<file path="config.mk">
export PLATFORM = sky130hd
export DESIGN_NAME = ifetch_queue
export DESIGN_NICKNAME = d
export VERILOG_FILES = /design/src/rtl/core_pkg.sv /design/src/rtl/sync_fifo.sv /design/src/rtl/ifetch_queue.sv
export SDC_FILE = /design/constraint.sdc
export NUM_CORES = 1
export LEC_CHECK = 0
export CORE_MARGIN = 5
export CORE_UTILIZATION = 29
export DETAILED_ROUTE_END_ITERATION = 8
export PLACE_DENSITY = 0.53
export SLEW_MARGIN = 0
export SYNTH_ARGS = -nofsm -noshare
export SYNTH_HDL_FRONTEND = slang
export SYNTH_SLANG_ARGS = --single-unit
</file>
<file path="constraint.sdc">
create_clock -name clk -period 9.05 [get_ports clk]
set_input_delay 1.81 -clock clk [delete_from_list [all_inputs] [get_ports clk]]
set_output_delay 1.81 -clock clk [all_outputs]
set_load 0.005 [all_outputs]
</file>
<file path="src/rtl/core_pkg.sv">
// Types and constants shared between the fetch front end and decode.
package core_pkg;
  localparam int unsigned XLEN    = 32;
  localparam int unsigned PC_STEP = 4;

  typedef struct packed {
    logic [XLEN-1:0] pc;
    logic [XLEN-1:0] instr;
  } fetch_entry_t;
endpackage

</file>
<file path="src/rtl/sync_fifo.sv">
// First-word-fall-through FIFO over registered storage, with a synchronous flush.
module sync_fifo #(
  parameter int unsigned Width = 64,
  parameter int unsigned Depth = 4
) (
  input  logic                     i_clk,
  input  logic                     i_rst,
  input  logic                     i_flush,
  input  logic                     i_push,
  input  logic [Width-1:0]         i_wdata,
  input  logic                     i_pop,
  output logic [Width-1:0]         o_rdata,
  output logic                     o_valid,
  output logic [$clog2(Depth):0]   o_count
);
  localparam int unsigned AW = $clog2(Depth);

  logic [Width-1:0] r_mem [Depth];
  logic [AW-1:0]    r_wptr, r_rptr;
  logic [AW:0]      r_count;
  logic             w_push, w_pop;

  assign w_pop  = i_pop && (r_count != '0);
  assign w_push = i_push && ((r_count != (AW+1)'(Depth)) || w_pop);

  always_ff @(posedge i_clk or posedge i_rst) begin
    if (i_rst) begin
      r_wptr  <= '0;
      r_rptr  <= '0;
      r_count <= '0;
    end else if (i_flush) begin
      r_wptr  <= '0;
      r_rptr  <= '0;
      r_count <= '0;
    end else begin
      if (w_push) r_wptr <= r_wptr + 1'b1;
      if (w_pop)  r_rptr <= r_rptr + 1'b1;
      r_count <= r_count + (AW+1)'(w_push) - (AW+1)'(w_pop);
    end
  end

  always_ff @(posedge i_clk) begin
    if (w_push && !i_flush) r_mem[r_wptr] <= i_wdata;
  end

  // Gate the head so an empty queue presents zeros rather than stale storage.
  assign o_valid = (r_count != '0);
  assign o_rdata = o_valid ? r_mem[r_rptr] : '0;
  assign o_count = r_count;
endmodule

</file>
<file path="src/rtl/ifetch_queue.sv">
// Fetch front end: sequential PC generation, credit-limited memory requests, response
// queue toward decode, and redirect flush with discard of in-flight responses.
module ifetch_queue
  import core_pkg::*;
#(
  parameter logic [31:0] RESET_PC = 32'h0000_0000,
  parameter int unsigned DEPTH    = 4
) (
  input  logic        clk,
  input  logic        rst,
  input  logic        redirect_valid,
  input  logic [31:0] redirect_pc,
  output logic        mem_req_valid,
  output logic [31:0] mem_req_addr,
  input  logic        mem_req_ready,
  input  logic        mem_rsp_valid,
  input  logic [31:0] mem_rsp_data,
  output logic        instr_valid,
  output logic [31:0] instr,
  output logic [31:0] instr_pc,
  input  logic        instr_ready
);
  localparam int unsigned CW = $clog2(DEPTH) + 1;

  logic [XLEN-1:0] r_fetch_pc, r_rsp_pc;
  logic [CW-1:0]   r_outstanding, r_drop;
  logic [CW-1:0]   w_count, w_out_after_rsp;
  logic [CW:0]     w_credits;
  logic [XLEN-1:0] w_redir_pc;
  logic            w_req_fire, w_rsp_fire, w_keep, w_pop;
  fetch_entry_t    w_wentry, w_rentry;
  logic            w_unused_low;

  assign w_redir_pc   = {redirect_pc[31:2], 2'b00};
  assign w_unused_low = ^redirect_pc[1:0];

  assign w_credits     = {1'b0, w_count} + {1'b0, r_outstanding};
  assign mem_req_valid = !rst && !redirect_valid && (w_credits < (CW+1)'(DEPTH));
  assign mem_req_addr  = r_fetch_pc;
  assign w_req_fire    = mem_req_valid && mem_req_ready;

  // A response with nothing outstanding is a protocol violation and is ignored.
  assign w_rsp_fire      = mem_rsp_valid && (r_outstanding != '0);
  assign w_keep          = w_rsp_fire && (r_drop == '0) && !redirect_valid;
  assign w_pop           = instr_valid && instr_ready && !redirect_valid;
  assign w_out_after_rsp = r_outstanding - CW'(w_rsp_fire);

  always_ff @(posedge clk or posedge rst) begin
    if (rst) begin
      r_fetch_pc    <= RESET_PC;
      r_rsp_pc      <= RESET_PC;
      r_outstanding <= '0;
      r_drop        <= '0;
    end else begin
      r_outstanding <= w_out_after_rsp + CW'(w_req_fire);
      if (redirect_valid) begin
        r_fetch_pc <= w_redir_pc;
        r_rsp_pc   <= w_redir_pc;
        r_drop     <= w_out_after_rsp;
      end else begin
        if (w_req_fire) r_fetch_pc <= r_fetch_pc + XLEN'(PC_STEP);
        if (w_keep)     r_rsp_pc   <= r_rsp_pc + XLEN'(PC_STEP);
        if (w_rsp_fire && (r_drop != '0)) r_drop <= r_drop - 1'b1;
      end
    end
  end

  assign w_wentry = '{pc: r_rsp_pc, instr: mem_rsp_data};

  sync_fifo #(
    .Width($bits(fetch_entry_t)),
    .Depth(DEPTH)
  ) u_fifo (
    .i_clk  (clk),
    .i_rst  (rst),
    .i_flush(redirect_valid),
    .i_push (w_keep),
    .i_wdata(w_wentry),
    .i_pop  (w_pop),
    .o_rdata(w_rentry),
    .o_valid(instr_valid),
    .o_count(w_count)
  );

  assign instr    = w_rentry.instr;
  assign instr_pc = w_rentry.pc;
endmodule

</file>
==> results of run 1 <==
[state kept, by name (all words and copies together), names as in the netlist]
register / cells
r_drop: 3
u_fifo.r_mem: 248
u_fifo.r_rptr: 2
r_rsp_pc: 30
u_fifo.r_wptr: 2
r_outstanding: 3
mem_req_addr: 30
u_fifo.o_count: 3
[final cells by class]
class	instances	area, um^2
clock buffers	49	1023
flip-flops and latches	321	9279
fillers	4472	29320
repair buffers	173	1702
multi-input cells	476	4118
well taps	607	759.5
clock inverters	17	183.9
inverters	19	71.32
[through the flow]
step | setup slack (ns) | utilization | hold slack [ns] | power (mW)
6_report | 3.739 | 0.3689 | 0.5354 | 4.348
5_1_grt | 3.493 | 0.3689 | 0.5565 | 4.597
4_1_cts | 3.626 | 0.3689 | 0.5383 | 4.449
3_5_place_dp | 3.712 | 0.3429 | 0.5218 | 2.938
3_3_place_gp | 3.701 | 0.3429 | 0.5186 | 2.929
2_1_floorplan | 4.343 | - | 0.4888 | 2.351
[report_power, final]
| part | internal [mW] | switching, mW |
|---|---|---|
| sequential | 1.68 | 0.117 |
| combinational | 0.606 | 0.457 |
| clock | 0.909 | 0.573 |
| total | 3.20 | 1.15 |
[path summary, 6_finish.rpt]
path,from,end,depth (start not counted)
max in group asynchronous,rst,r_rsp_pc[26]$_DFFE_PP0N_,3
setup / recovery,redirect_valid,mem_req_valid,5
hold reg to reg,u_fifo.r_rptr[1]$_DFFE_PP0P_,u_fifo.r_rptr[1]$_DFFE_PP0P_,2
setup reg to reg,r_outstanding[2]$_DFF_PP0_,mem_req_addr[21]$_DFFE_PP0P_,7
min in group asynchronous,rst,mem_req_addr[2]$_DFFE_PP0P_,2
hold / removal,u_fifo.r_rptr[1]$_DFFE_PP0P_,u_fifo.r_rptr[1]$_DFFE_PP0P_,2
[critical path, stage by stage]
cell and delay, ns:
clkdlybuf4s50_1 0.39, buf_4 0.30, nor3_1 0.28, and3_1 0.21
clkdlybuf4s50_1 0.51
[cell families after synthesis]
family          share of synthesized area
compound gates                    0.03583
xor+xnor                          0.03023
fa+ha+maj                         0.01617
buf+inv                           0.01801
flops                              0.6809
mux                                0.1114
other cells                     0.0002753
simple gates                       0.1071
[placed cells by master, fill, tap and decap left out, drive strengths merged, types with 2 or more instances in the layout]
cell,instances
a21boi,17
a21oi,7
a31oi,7
and2,69
and3,9
and4,3
buf,12
bufinv,4
clkbuf,49
clkdlybuf4s50,161
clkinv,12
conb,4
dfrtp,73
edfxtp,248
ha,16
inv,20
mux2,9
mux2i,2
mux4,62
nand2,50
nand2b,11
nand3,30
nand3b,3
nand4,23
nor2,29
nor2b,2
nor3,12
nor4,6
o211ai,6
o21a,2
o21ai,23
o311ai,4
o31a,2
o31ai,3
or3,6
or4,6
xnor2,19
xor2,28
[cells in the mapped netlist, types with 2 or more instances]
cell / count / area [um^2]
ha_1: 16 / 200.2
buf_2: 7 / 35.03
xor2_1: 28 / 245.2
edfxtp_1: 248 / 7447
and4_1: 3 / 26.28
nor3_1: 11 / 55.05
a21boi_0: 17 / 127.6
o31a_1: 2 / 17.52
buf_1: 2 / 7.510
or4_4: 2 / 22.52
clkbuf_1: 27 / 101.4
a21oi_1: 7 / 35.03
o211ai_1: 6 / 45.04
a31oi_1: 7 / 43.79
or4_1: 4 / 30.03
buf_4: 4 / 30.03
dfrtp_1: 73 / 1827
and2_1: 69 / 431.7
nor2_1: 29 / 108.9
nand2b_1: 11 / 68.82
mux2i_1: 2 / 20.02
inv_1: 19 / 71.32
and3_1: 9 / 56.30
nor4_1: 4 / 25.02
o311ai_0: 4 / 35.03
nand3_1: 30 / 150.1
o31ai_1: 2 / 15.01
nand2_1: 49 / 183.9
mux4_2: 62 / 1396
o21a_1: 2 / 15.01
xnor2_1: 19 / 166.4
mux2_2: 9 / 101.4
nor2b_1: 2 / 12.51
o21ai_0: 23 / 115.1
or3_1: 6 / 37.54
nand4_1: 22 / 137.6
nand3b_1: 3 / 22.52
[metal layers]
metal / track usage / part of all wire / up-vias
met4: 0.03726 / 0.021 / 0
met3: 0.02874 / 0.058 / 37
met1: 0.1813 / 0.47 / 3975
met2: 0.1919 / 0.45 / 207
li1: - / - / 3609
met5: 0 / 0 / -
==> results.toml, run 1 <==
[sta]
rsz0062_at_grt = "false"
tns_ns = 0
maxSlewViolCount = 0
setup_viol = 0
max_freq_mhz = 188.3
relSlewSlack = 0.3147
finalCritPeriodShare = 0.5869
timing.final.crit_period_ns = 5.311
worst_pin_slew_ns = 1.028
hold_violations = 0
final.setup_skew_ns = 0.01335

[synth]
synth-seq-cells = 321
ys.flop_type = "edfxtp_1"
synth_area_um2 = 13620
synth-seq-area-share = 0.6809
yosys_warnings = 0
netlist_instances = 853
synth-edff-count = 248
synthArstFlopShare = 0.2274
ys_types = 50
avgSynthCellArea_um2 = 15.97

[final_layout]
synthToLayoutAreaGrowth_pct = 25.82
drive_gt1_frac = 0.1412
antenna_cells = 0
nNetsFinal = 1116
stdcell_count = 1662
final_area_um2 = 17140

[worst_setup_path]
crit_type = "in2out"
path_max_fanout = 48
r2r_slack_ns = 5.57
required_ns = 7.24
start_kind = "input pin"
crit_path_end_kind = "output port"
cp.arrival_ns = 3.50

[min_path]
worstHoldPathType = "reg2reg"

[floorplanning]
rows = 79
coreArea_um2 = 46460
die_w_um = 226.7
ioPinCount = 168
initial_utilization = 0.2932
dieArea_um2 = 51400
die_h_um = 226.7

[place]
placed_cells = 1596
gp_congestion = 0.7784
dp_hpwl_um = 19860
numPortBuffers = 161
place_area_um2 = 15930

[cts]
numClockSinks = 321
cts_tree = "done"
hold_buffers = 0
clock_latency_ns = 0.54
postCtsSetupBuffers = 0
cts_buffer_depth = 3
cts_resized = 0
clkTransAtPathRegs_ns = 0.05
htree_levels = 2
cts_made_buffers = 38
cts-root-buf = "clkbuf_16"

[drt]
remaining_drc_errors = 0
viasPerCell = 4.710
ant_nets = 0
drt_iter0_drc = 508
wl_per_cell_um = 19.66
vias = 7828
firstDrtPassIters = 5
wl_um = 32670

[global_routing]
track_usage = 0.1260
antenna_found_initial = 0
grt_pass1_wl_um = 49920
grt_overflow_total = 0
grt_max_degree = 66
grt_pass1_vias = 8263

[job]
cap_violations = 0

[power_and_ir_drop]
power.leakage_nw = 5.703
peakVddDrop_mv = 0.1892
p_per_area_nw_per_um2 = 253.8

[status]
status = "finished, final reports clean"
(Power assumes the default switching activity.)
==> inputs of run 2 (changes only) <==
--- a/config.mk
+++ b/config.mk
@@ -8,7 +8,7 @@
 export CORE_MARGIN = 5
 export CORE_UTILIZATION = 29
 export DETAILED_ROUTE_END_ITERATION = 8
-export PLACE_DENSITY = 0.53
+export PLACE_DENSITY = 0.55
 export SLEW_MARGIN = 0
 export SYNTH_ARGS = -nofsm -noshare
 export SYNTH_HDL_FRONTEND = slang
==> constraint.sdc (replaced) <==
create_clock -name clk -period 4.3 [get_ports clk]
set_input_delay 0.86 -clock clk [delete_from_list [all_inputs] [get_ports clk]]
set_output_delay 0.86 -clock clk [all_outputs]
set_load 0.005 [all_outputs]
==> run 2 against run 1 <==
  * Critical path depth decreased by 1
  * Power increased by 110%
  * Wire length decreased by 2.0%
  * Count of clock-buffer cells in the layout increased by 2
  * Global-route usage decreased by 0.098 points
  * Worst hold slack improved by 0.041 ns
  * Sequential share of layout area decreased by 0.37 points
  * Highest routed layer is now met5
==> results.toml, run 2 (synthesized netlist as in run 1, its figures left out) <==
[status]
status = "finished, final reports clean"

[global_routing]
grt_overflow_total = 0
grt_pass1_wl_um = 49800
track_usage = 0.1250
grt_pass1_vias = 8278
grt_max_degree = 49
antenna_found_initial = 1

[min_path]
hp-start = "mem_req_addr[8]$_DFFE_PP0P_"
hold_end = "mem_req_addr[8]$_DFFE_PP0P_"
min_path_cells = 1
worstHoldPathType = "reg2reg"

[floorplanning]
initial_utilization = 0.2932
rows = 79
dieArea_um2 = 51400
coreArea_um2 = 46460
ioPinCount = 168
die_w_um = 226.7
die_h_um = 226.7

[cts]
postCtsSetupBuffers = 0
cts_buffer_depth = 3
cts-root-buf = "clkbuf_16"
numClockSinks = 321
clock_latency_ns = 0.53
hold_buffers = 0
cts_made_buffers = 37
cts_resized = 0
htree_levels = 2
cts_tree = "done"
clkTransAtPathRegs_ns = 0.06

[final_layout]
multi_input_area_um2 = 4123
utilization = 0.3714
stdcell_count = 1672
final_common_cell = "edfxtp_1"
antenna_cells = 0
regMostFlops = "u_fifo.r_mem"
layout_common_cells = "edfxtp_1 (248), clkdlybuf4s50_1 (161), dfrtp_1 (71)"
n_fill_cell = 4397
drive_gt1_frac = 0.1484
seq_area_um2 = 9279
nNetsFinal = 1125
largest_reg_flops = 248
synthToLayoutAreaGrowth_pct = 26.70

[power_and_ir_drop]
intPower_mw = 6.647
power_frac_comb = 0.250
power.leakage_nw = 5.751
peakVddDrop_mv = 0.3039
clock_power_share = 0.332
p_switching_mw = 2.400
sequentialPowerShare = 0.418
swShare = 0.2653
p_per_area_nw_per_um2 = 524.3

[sta]
maxSlewViolCount = 0
finalCritPeriodShare = 0.8540
rsz0062_at_grt = "false"
final.setup_skew_ns = 0.02287
max_freq_mhz = 272.3
relSlewSlack = 0.3799
tns_ns = 0
timing.final.crit_period_ns = 3.672
whs_ns = 0.5766
worst_pin_slew_ns = 0.9287
setup_viol = 0
hold_violations = 0

[drt]
drt_iter0_drc = 474
ant_nets = 0
firstDrtPassIters = 4
viasPerCell = 4.758
remaining_drc_errors = 0
wl_um = 32000
vias = 7955
wl_per_cell_um = 19.14

[place]
placed_cells = 1606
dp_hpwl_um = 20880
numPortBuffers = 161
gp_congestion = 0.7862

[worst_setup_path]
reg2reg_to = "u_fifo.o_count[2]$_DFF_PP0_"
crit_chain = "or3_2 > buf_4 > and2_1 > clkdlybuf4s50_1"
required_ns = 3.44
reg2regPathDepth = 10
startpoint = "u_fifo.o_count[0]$_DFF_PP0_"
crit_slowest_cell = "or3_2"
r2r_slack_ns = 1.55
path_max_fanout = 39
start_kind = "flip-flop"
crit_path_end_kind = "output port"
r2r_start = "u_fifo.o_count[0]$_DFF_PP0_"
crit_type = "reg2out"
cp.arrival_ns = 2.81
cpPeakStageDelay_ns = 0.83

[job]
cap_violations = 0
[run 2: final cells by class]
type	instances	share of cell area
flip-flops and latches	321	0.5377
clock inverters	15	0.007396
multi-input cells	476	0.2389
repair buffers	183	0.1080
inverters	19	0.004133
well taps	607	0.04401
clock buffers	51	0.05975
[run 2: worst max-delay path: cells and delay by family, from the launching register on]
kind                   cells  cell delay, ns
buffers and inverters      2            0.84
flip-flops                 1            0.42
AND/OR/NAND/NOR            2            1.00
[run 2: metrics by stage]
step / power [mW] / setup WS, ns / instance area, um^2
floorplan: 4.949 / 0.5434 / 13630
global placement: 6.170 / 0.9728 / 16100
detailed placement: 6.190 / 0.9360 / 16100
CTS: 9.239 / 0.5184 / 17260
global route: 9.579 / 0.4099 / 17260
finish: 9.047 / 0.6278 / 17260
[run 2: worst max-delay path by stage]
stage	slack, ns	depth (start not counted)	end
6_report	0.63	4	instr[29]
5_1_grt	0.41	4	instr[2]
4_1_cts	0.52	4	instr[29]
3_5_place_dp	0.94	8	mem_req_addr[25]$_DFFE_PP0P_
3_3_place_gp	0.97	8	mem_req_addr[25]$_DFFE_PP0P_
2_1_floorplan	0.54	3	u_fifo.r_mem[0][0]$_DFFE_PP_
[run 2: routing by layer]
metal  up-vias  share of wire  global-route usage
met2       253           0.45              0.1918
met4         2          0.017             0.03532
met3        41          0.065             0.03017
met5         -        0.00041                   0
li1       3627              -                   -
met1      4032           0.47              0.1782
[run 2: power by group through the flow]
stage | clock (mW) | sequential [mW] | combinational (mW)
final | 3.00 | 3.78 | 2.27
after global routing | 3.24 | 3.82 | 2.52
after CTS | 3.10 | 3.79 | 2.35
after detailed placement | 0 | 3.85 | 2.34
after floorplan | 0 | 3.73 | 1.22
after global placement | 0 | 3.84 | 2.33
